`config.mk`:
```
export PLATFORM = sky130hd
export DESIGN_NAME = spi_master
export DESIGN_NICKNAME = d
export VERILOG_FILES = /design/src/rtl/spi_master.sv
export SDC_FILE = /design/constraint.sdc
export NUM_CORES = 1
export LEC_CHECK = 0
export ABC_CLOCK_PERIOD_IN_PS = 2100
export BUFFER_PORTS_ARGS = -buffer_cell sky130_fd_sc_hd__buf_2
export CAP_MARGIN = 20
export CORE_MARGIN = 4
export CORE_UTILIZATION = 58
export CTS_BUF_LIST = sky130_fd_sc_hd__clkbuf_4 sky130_fd_sc_hd__clkbuf_8
export DETAILED_ROUTE_END_ITERATION = 10
export GPL_ROUTABILITY_DRIVEN = 0
export GPL_TIMING_DRIVEN = 0
export PLACE_DENSITY = 0.92
export SKIP_LAST_GASP = 1
export SLEW_MARGIN = 40
export SYNTH_ARGS = -nofsm -noshare
export SYNTH_HDL_FRONTEND = slang
export SYNTH_SLANG_ARGS = --single-unit
```
`constraint.sdc`:
```
create_clock -name clk -period 2.1 [get_ports clk]
set_input_delay 0.105 -clock clk [delete_from_list [all_inputs] [get_ports clk]]
set_output_delay 0.105 -clock clk [all_outputs]
set_load 0.02 [all_outputs]
```
`src/rtl/spi_master.sv`:
```
// -----------------------------------------------------------------------------
// spi_master
//   SPI mode-0 transmitter. Serialises an N-bit word MSB first onto MOSI/SCK
//   and frames it for a SCK-clocked receiver:
//     pulse 0      : spi_start high, MOSI low (receiver start/reset pulse)
//     pulse 1..N   : data bits, MSB first
//     pulse N+1,N+2: flush pulses, MOSI low
//   SCK is a registered, divided copy of clk (CLK_DIV clk cycles per half).
//
// Ports
//   clk        in   system clock, rising edge
//   reset      in   synchronous active-high reset
//   start      in   transfer request, sampled only in IDLE
//   data_in    in   N-bit word, captured when start is accepted
//   MOSI       out  serial data, changes only when SCK falls (or at accept)
//   SCK        out  serial clock, idles low
//   spi_start  out  receiver start strobe, high for SCK pulse 0 only
//   busy       out  high from the cycle after accept until done
//   done       out  one-cycle completion pulse
//
// state  | meaning
// -------+----------------------------------------------------------------
// IDLE   | SCK low, waiting for start
// LOW    | SCK low half-period, MOSI/spi_start already set up
// HIGH   | SCK high half-period; on its last cycle set up the next pulse
// DONE   | done pulse, busy low, back to IDLE next cycle
// -----------------------------------------------------------------------------
module spi_master #(
  parameter int N       = 8,
  parameter int CLK_DIV = 4
) (
  input  logic         clk,
  input  logic         reset,
  input  logic         start,
  input  logic [N-1:0] data_in,
  output logic         MOSI,
  output logic         SCK,
  output logic         spi_start,
  output logic         busy,
  output logic         done
);

  localparam int DW = $clog2(CLK_DIV) + 1;
  localparam int PW = $clog2(N + 3);

  typedef enum logic [1:0] {
    S_IDLE,
    S_LOW,
    S_HIGH,
    S_DONE
  } state_t;

  state_t         state_q;
  logic [DW-1:0]  div_q;
  logic [PW-1:0]  pulse_q;
  logic [N-1:0]   shift_q;
  logic           mosi_q;
  logic           sck_q;
  logic           sst_q;
  logic           busy_q;
  logic           done_q;

  logic [DW-1:0]  div_d;
  logic [PW-1:0]  pulse_d;
  logic           div_tc;

  assign div_d   = div_q + 1'b1;
  assign pulse_d = pulse_q + 1'b1;
  assign div_tc  = (div_q == DW'(CLK_DIV - 1));

  always_ff @(posedge clk) begin
    if (reset) begin
      state_q <= S_IDLE;
      div_q   <= '0;
      pulse_q <= '0;
      shift_q <= '0;
      mosi_q  <= 1'b0;
      sck_q   <= 1'b0;
      sst_q   <= 1'b0;
      busy_q  <= 1'b0;
      done_q  <= 1'b0;
    end else begin
      case (state_q)
        S_IDLE: begin
          sck_q  <= 1'b0;
          done_q <= 1'b0;
          if (start) begin
            shift_q <= data_in;
            busy_q  <= 1'b1;
            sst_q   <= 1'b1;
            mosi_q  <= 1'b0;
            div_q   <= '0;
            pulse_q <= '0;
            state_q <= S_LOW;
          end
        end

        S_LOW: begin
          if (div_tc) begin
            sck_q   <= 1'b1;
            div_q   <= '0;
            state_q <= S_HIGH;
          end else begin
            div_q <= div_d;
          end
        end

        S_HIGH: begin
          if (div_tc) begin
            sck_q   <= 1'b0;
            div_q   <= '0;
            pulse_q <= pulse_d;
            sst_q   <= 1'b0;
            if (pulse_q == PW'(N + 2)) begin
              mosi_q  <= 1'b0;
              busy_q  <= 1'b0;
              done_q  <= 1'b1;
              state_q <= S_DONE;
            end else begin
              state_q <= S_LOW;
              // next pulse k = pulse_q+1 carries data for k in 1..N
              if (pulse_q < PW'(N)) begin
                mosi_q  <= shift_q[N-1];
                shift_q <= {shift_q[N-2:0], 1'b0};
              end else begin
                mosi_q <= 1'b0;
              end
            end
          end else begin
            div_q <= div_d;
          end
        end

        S_DONE: begin
          done_q  <= 1'b0;
          state_q <= S_IDLE;
        end

        default: state_q <= S_IDLE;
      endcase
    end
  end

  assign MOSI      = mosi_q;
  assign SCK       = sck_q;
  assign spi_start = sst_q;
  assign busy      = busy_q;
  assign done      = done_q;

endmodule
```
==> metrics.csv, run 1 <==
metric,value,unit
grt_start_max_net_pins,14,
outcome,finished clean,
clkTransAtPathRegs,130,ps
ant_nets,0,
post-place-ws,336,ps
routed_wl,2530,um
synth_area_leaders,"dfxtp_1, a21oi_1, ha_1",
core_area,0.00196,mm2
maxCapViolCount,0,
fmax,554,MHz
cts-buffers-inserted,3,
numPortBuffers,15,
clock_latency,320,ps
drc,0,
crit_required,2340,ps
ys_seq_elements,22,
via_count,1030,
grt_pass1_wl,4060,um
ys_async_sr_fraction,0,%
min_path_type,in -> reg,
cts_tree,done,
synth_edf_count,0,
cts_resized,0,
fin_total_pwr,1.70,mW
grt_overflow,0,
fp.dieArea,0.00283,mm2
antenna_found_initial,0,
whs,49.5,ps
slowest_stage,dfxtp_1,
placed_cell_area,0.00129,mm2
p_leak,0.563,nW
worst_slack,294,ps
yosysSeqAreaShare,37.1,%
hold_depth,3,
crit_path_cell_trace,inv_1 -> ha_1 -> nand4b_2 -> and2_4 -> buf_6 -> a21oi_1 -> a311oi_1,
grt_setup_unrepaired,false,
num_rows,16,
finalHoldViolCount,0,
fp.dieW,53.2,um
period_share,86.0,%
viasPerCell,5.89,
ys_warn_count,0,
initial_core_util,60.5,%
cts_hold_buffers,1,
grt_pass1_vias,932,
cts_root_buffer,clkbuf_4,
dp_hpwl,1770,um
stdcell_area,0.00136,mm2
reg2reg_to,shift_q[6]$_SDFFE_PP0P_,
antennaDiodeCount,0,
cp_max_fo,10,
worst_pin_slew,478,ps
slew_violations,0,
clock_path_buffers,2,
r2r-start,state_q[0]$_SDFFE_PP0P_,
post-cts-setup-buffers,0,
setup_viol,0,
post-route-min-period,1810,ps
drt-initial-drc-count,35,
r2r_slack,290,ps
worst_path_largest_cell_delay,430,ps
nets,168,
ios,16,
clock_sinks,22,
final.setup.tns,0,ps
skew,10.9,ps
die_y,53.2,um
slew_headroom,68.1,%
hold_end,shift_q[0]$_SDFFE_PP0P_,
crit_arrival,2050,ps
syn_nets,147,
crit_type,reg -> reg,
yosysTopAreaCellShare,37.1,%
track_usage,19.9,%
synth.largest_area_cell,dfxtp_1,
synth_commonest_cells,"dfxtp_1, a21oi_1, nand2_1",
dr.pass1.iters,4,
htreeDepth,1,
fillCellCount,164,
synthToLayoutAreaGrowth,14.5,%
synth_area,0.00119,mm2
endpoint_kind,flip-flop,
ys.flop_type,dfxtp_1,
p_per_area,1250,mW/mm2
syn_inst,128,
post-synth-top-count-cell,dfxtp_1,
hold_start,data_in[0],
wire_per_inst,14.4,um
ir_drop,0.000700,V
drive_above_1_share,20.3,%
synth.distinct_cells,32,
avgSynthCellArea,9.27,um2
start_kind,flip-flop,
reg2reg_depth,7,
==> registers in the layout, indices dropped and copies added, names as in the netlist <==
signal	cells
pulse_q	4
shift_q	8
done	1
spi_start	1
SCK	1
busy	1
div_q	3
state_q	2
MOSI	1
==> final cells by class <==
| class | instances | area [um2] | share of cell area (%) |
|---|---|---|---|
| Clock inverter | 1 | 30.0 | 2.21 |
| Timing Repair Buffer | 16 | 85.1 | 6.27 |
| Tap cell | 27 | 33.8 | 2.49 |
| Clock buffer | 3 | 22.5 | 1.66 |
| Sequential cell | 22 | 440 | 32.4 |
| Inverter | 5 | 18.8 | 1.38 |
| Buffer | 7 | 60.1 | 4.42 |
| Multi-Input combinational cell | 94 | 667 | 49.1 |
==> worst max-delay path, delay by kind of cell, from the launching register on <==
family,cells,cell delay [ps]
buffers and inverters,2,250
and+or+nand+nor,2,380
DFF,1,430
AOI/OAI and AO/OA,2,360
adders and majority gates,1,320
==> worst max path at each step <==
stage,startpoint,endpoint,slack (ps),cells past startpoint
floorplan,state_q[0]$_SDFFE_PP0P_,pulse_q[1]$_SDFFE_PP0P_,520,6
global placement,state_q[0]$_SDFFE_PP0P_,pulse_q[1]$_SDFFE_PP0P_,400,6
detailed placement,state_q[0]$_SDFFE_PP0P_,shift_q[7]$_SDFFE_PP0P_,340,7
CTS,state_q[0]$_SDFFE_PP0P_,shift_q[6]$_SDFFE_PP0P_,290,7
global route,state_q[0]$_SDFFE_PP0P_,shift_q[6]$_SDFFE_PP0P_,130,7
finish,state_q[0]$_SDFFE_PP0P_,shift_q[6]$_SDFFE_PP0P_,290,7
==> layer usage <==
layer / global-route usage (%) / part of all wire, % / up-vias
met4: 9.36 / 1.9 / 0
met3: 4.23 / 4.2 / 9
li1: - / - / 514
met2: 31.6 / 47 / 27
met5: 0 / 0 / -
met1: 25.3 / 46 / 480
==> report_power, final <==
group | switching, mW | internal (mW)
clock network | 0.140 | 0.193
registers | 0.0792 | 0.528
logic | 0.434 | 0.326
==> logic make-up (layout without fill, tap and decap cells) <==
logic type / Yosys count / after routing / share of synthesized area (%)
mux: 8 / 8 / 6.75
simple gates: 35 / 35 / 16.9
fa+ha+maj: 8 / 8 / 8.44
flops: 22 / 22 / 37.1
buf+inv: 12 / 32 / 6.65
compound gates: 43 / 43 / 24.2
==> cells in the final DEF (no fill, tap or decap), drive strengths merged <==
master / instances
a211oi: 3
a21o: 2
a21oi: 23
a221oi: 1
a311oi: 8
and2: 1
and2b: 1
and3: 1
buf: 20
bufinv: 1
clkbuf: 5
dfxtp: 22
dlygate4sd3: 1
ha: 8
inv: 5
mux2i: 8
nand2: 9
nand2b: 1
nand3: 2
nand4: 2
nand4b: 5
nor2: 7
nor3: 1
nor3b: 1
o21ai: 5
o31a: 1
or2: 2
or2b: 1
or3: 1
==> stage by stage <==
step,std cells,utilization (%)
2_1_floorplan,128,-
3_3_place_gp,170,66.0
3_5_place_dp,170,66.0
4_1_cts,175,69.2
5_1_grt,175,69.2
6_report,175,69.2
Power figures use the tool's default switching activity.
==> inputs of run 2 (changes only) <==
- BUFFER_PORTS_ARGS: -buffer_cell sky130_fd_sc_hd__buf_2 -> not set
- CORE_UTILIZATION: 58 -> 64
- DONT_BUFFER_PORTS: not set -> 1
- RECOVER_POWER: not set -> 50
==> run 2 against run 1 <==
  * Flip-flop and latch count stayed put
  * Clock skew is 7.3 ps lower
  * Register-to-register slack worse by 140 ps
  * Critical path depth is 1 lower
  * Sequential share of layout area up 2.8 points
  * Critical path type unchanged
  * Largest power group unchanged
==> metrics.csv, run 2 (synthesized netlist as in run 1, its figures left out) <==
metric,value,unit,change
post-route-util,71.6,%,was 69.2%
dp_hpwl,1920,um,was 1770 um
fmax,514,MHz,was 554 MHz
num_rows,15,,was 16
setup_viol,0,,unchanged
cp_max_fo,10,,unchanged
crit_arrival,2180,ps,was 2050 ps
min_path_type,in -> reg,,unchanged
htreeDepth,1,,unchanged
outcome,finished clean,,unchanged
crit_required,2340,ps,about the same
clock_latency,300,ps,was 320 ps
reg2reg_to,pulse_q[1]$_SDFFE_PP0P_,,was shift_q[6]$_SDFFE_PP0P_
drive_above_1_share,9.77,%,was 20.3%
via_count,1022,,"was 1,030"
grt_pass1_wl,4380,um,was 4060 um
finalHoldViolCount,0,,unchanged
drt-initial-drc-count,31,,was 35
slew_violations,0,,unchanged
ios,16,,unchanged
cts-buffers-inserted,3,,unchanged
ir_drop,0.000837,V,was 0.000700 V
whs,44.3,ps,was 49.5 ps
initial_core_util,68.0,%,was 60.5%
r2r-start,state_q[0]$_SDFFE_PP0P_,,unchanged
track_usage,22.5,%,was 19.9%
cts_tree,done,,unchanged
slew_headroom,68.0,%,was 68.1%
endpoint_kind,flip-flop,,unchanged
antenna_found_initial,0,,unchanged
dr.pass1.iters,4,,unchanged
reg2reg_depth,6,,was 7
p_per_area,1230,mW/mm2,was 1250 mW/mm2
core_area,0.00175,mm2,was 0.00196 mm2
reg.largest.list,"shift_q (8), pulse_q (4), div_q (3)",,unchanged
drc,0,,unchanged
final_cell_mix,"dfxtp_1, a21oi_1, nand2_1",,"was dfxtp_1, a21oi_1, buf_2, nand2_1"
grt_start_max_net_pins,12,,was 14
numPortBuffers,0,,was 15
routed_wl,2660,um,was 2530 um
final.setup.tns,0,ps,unchanged
crit_type,reg -> reg,,unchanged
grt_pass1_vias,1013,,was 932
r2r_slack,160,ps,was 290 ps
nets,154,,was 168
hold_end,shift_q[4]$_SDFFE_PP0P_,,was shift_q[0]$_SDFFE_PP0P_
post-route-min-period,1940,ps,was 1810 ps
wire_per_inst,16.8,um,was 14.4 um
synthToLayoutAreaGrowth,5.38,%,was 14.5%
ant_nets,0,,unchanged
worst_slack,156,ps,was 294 ps
viasPerCell,6.47,,was 5.89
cts_root_buffer,clkbuf_4,,unchanged
hold_start,data_in[4],,was data_in[0]
clock_sinks,22,,unchanged
hold_depth,2,,was 3
period_share,92.6,%,was 86.0%
maxCapViolCount,0,,unchanged
die_y,51.1,um,was 53.2 um
start_kind,flip-flop,,unchanged
antennaDiodeCount,0,,unchanged
grt_setup_unrepaired,false,,unchanged
largest_reg_flops,8,,unchanged
worst_pin_slew,480,ps,was 478 ps
fp.dieArea,0.00261,mm2,was 0.00283 mm2
fillCellCount,136,,was 164
fin_total_pwr,1.54,mW,was 1.70 mW
post-cts-setup-buffers,0,,unchanged
regMostFlops,shift_q,,unchanged
fp.dieW,51.1,um,was 53.2 um
skew,3.55,ps,was 10.9 ps
clock_path_buffers,2,,unchanged
post-place-ws,275,ps,was 336 ps
clkTransAtPathRegs,110,ps,was 130 ps
grt_overflow,0,,unchanged
p_leak,0.486,nW,was 0.563 nW
crit_path_start,state_q[0]$_SDFFE_PP0P_,,unchanged
[run 2: cell count changes in the layout (fill, tap and decap cells not counted), sizes merged]
cell and delta:
dlygate4sd3 +1, clkbuf +1, bufinv -1, buf -16
[run 2: area by class of cell]
cell class | instances | area, um2 | area share [%]
multi-input combinational | 94 | 663 | 53.1
inverter | 5 | 18.8 | 1.50
timing repair buffer | 2 | 20.0 | 1.60
sequential | 22 | 440 | 35.2
tap | 25 | 31.3 | 2.50
clock buffer | 3 | 22.5 | 1.80
buffer | 7 | 53.8 | 4.30
[run 2: power by group]
part | internal (mW) | leakage, nW | switching, mW
clock network | 0.0670 | 0.0138 | 0.121
logic | 0.298 | 0.292 | 0.416
registers | 0.528 | 0.180 | 0.110
total | 0.893 | 0.486 | 0.647
[run 2: worst max path at each step]
stage                              end  slack (ps)  cells past startpoint
3_5_place_dp   shift_q[0]$_SDFFE_PP0P_         280                      7
2_1_floorplan  pulse_q[1]$_SDFFE_PP0P_         520                      6
5_1_grt        shift_q[7]$_SDFFE_PP0P_          50                      5
4_1_cts        shift_q[0]$_SDFFE_PP0P_         240                      7
6_report       pulse_q[1]$_SDFFE_PP0P_         160                      6
3_3_place_gp   pulse_q[1]$_SDFFE_PP0P_         400                      6
[run 2: layer usage]
metal  vias up  GRT usage [%]  share of wire [%]
met5         -              0                  0
met4         0           9.42               0.79
met3         4           8.75                8.2
met2        41           38.4                 50
met1       493           24.6                 41
li1        484              -                  -
[run 2: timing repair]
action,in CTS,in global routing
hold buffers,2,0
hold endpoints to repair,3,0
gates resized for setup,0,0
setup endpoints to repair,0,0
[run 2: critical path, stage by stage, from the launching register on]
cell	delay (ps)
dfxtp_1	440
inv_1	110
ha_1	310
clkbuf_2	270
a21o_1	280
or3_1	320
a21oi_1	140
[run 2: through the flow]
| stage | cell area (um2) | cells |
|---|---|---|
| 3_5_place_dp | 1220 | 153 |
| 3_3_place_gp | 1220 | 153 |
| 2_1_floorplan | 1190 | 128 |
| 4_1_cts | 1260 | 158 |
| 6_report | 1250 | 158 |
| 5_1_grt | 1250 | 158 |
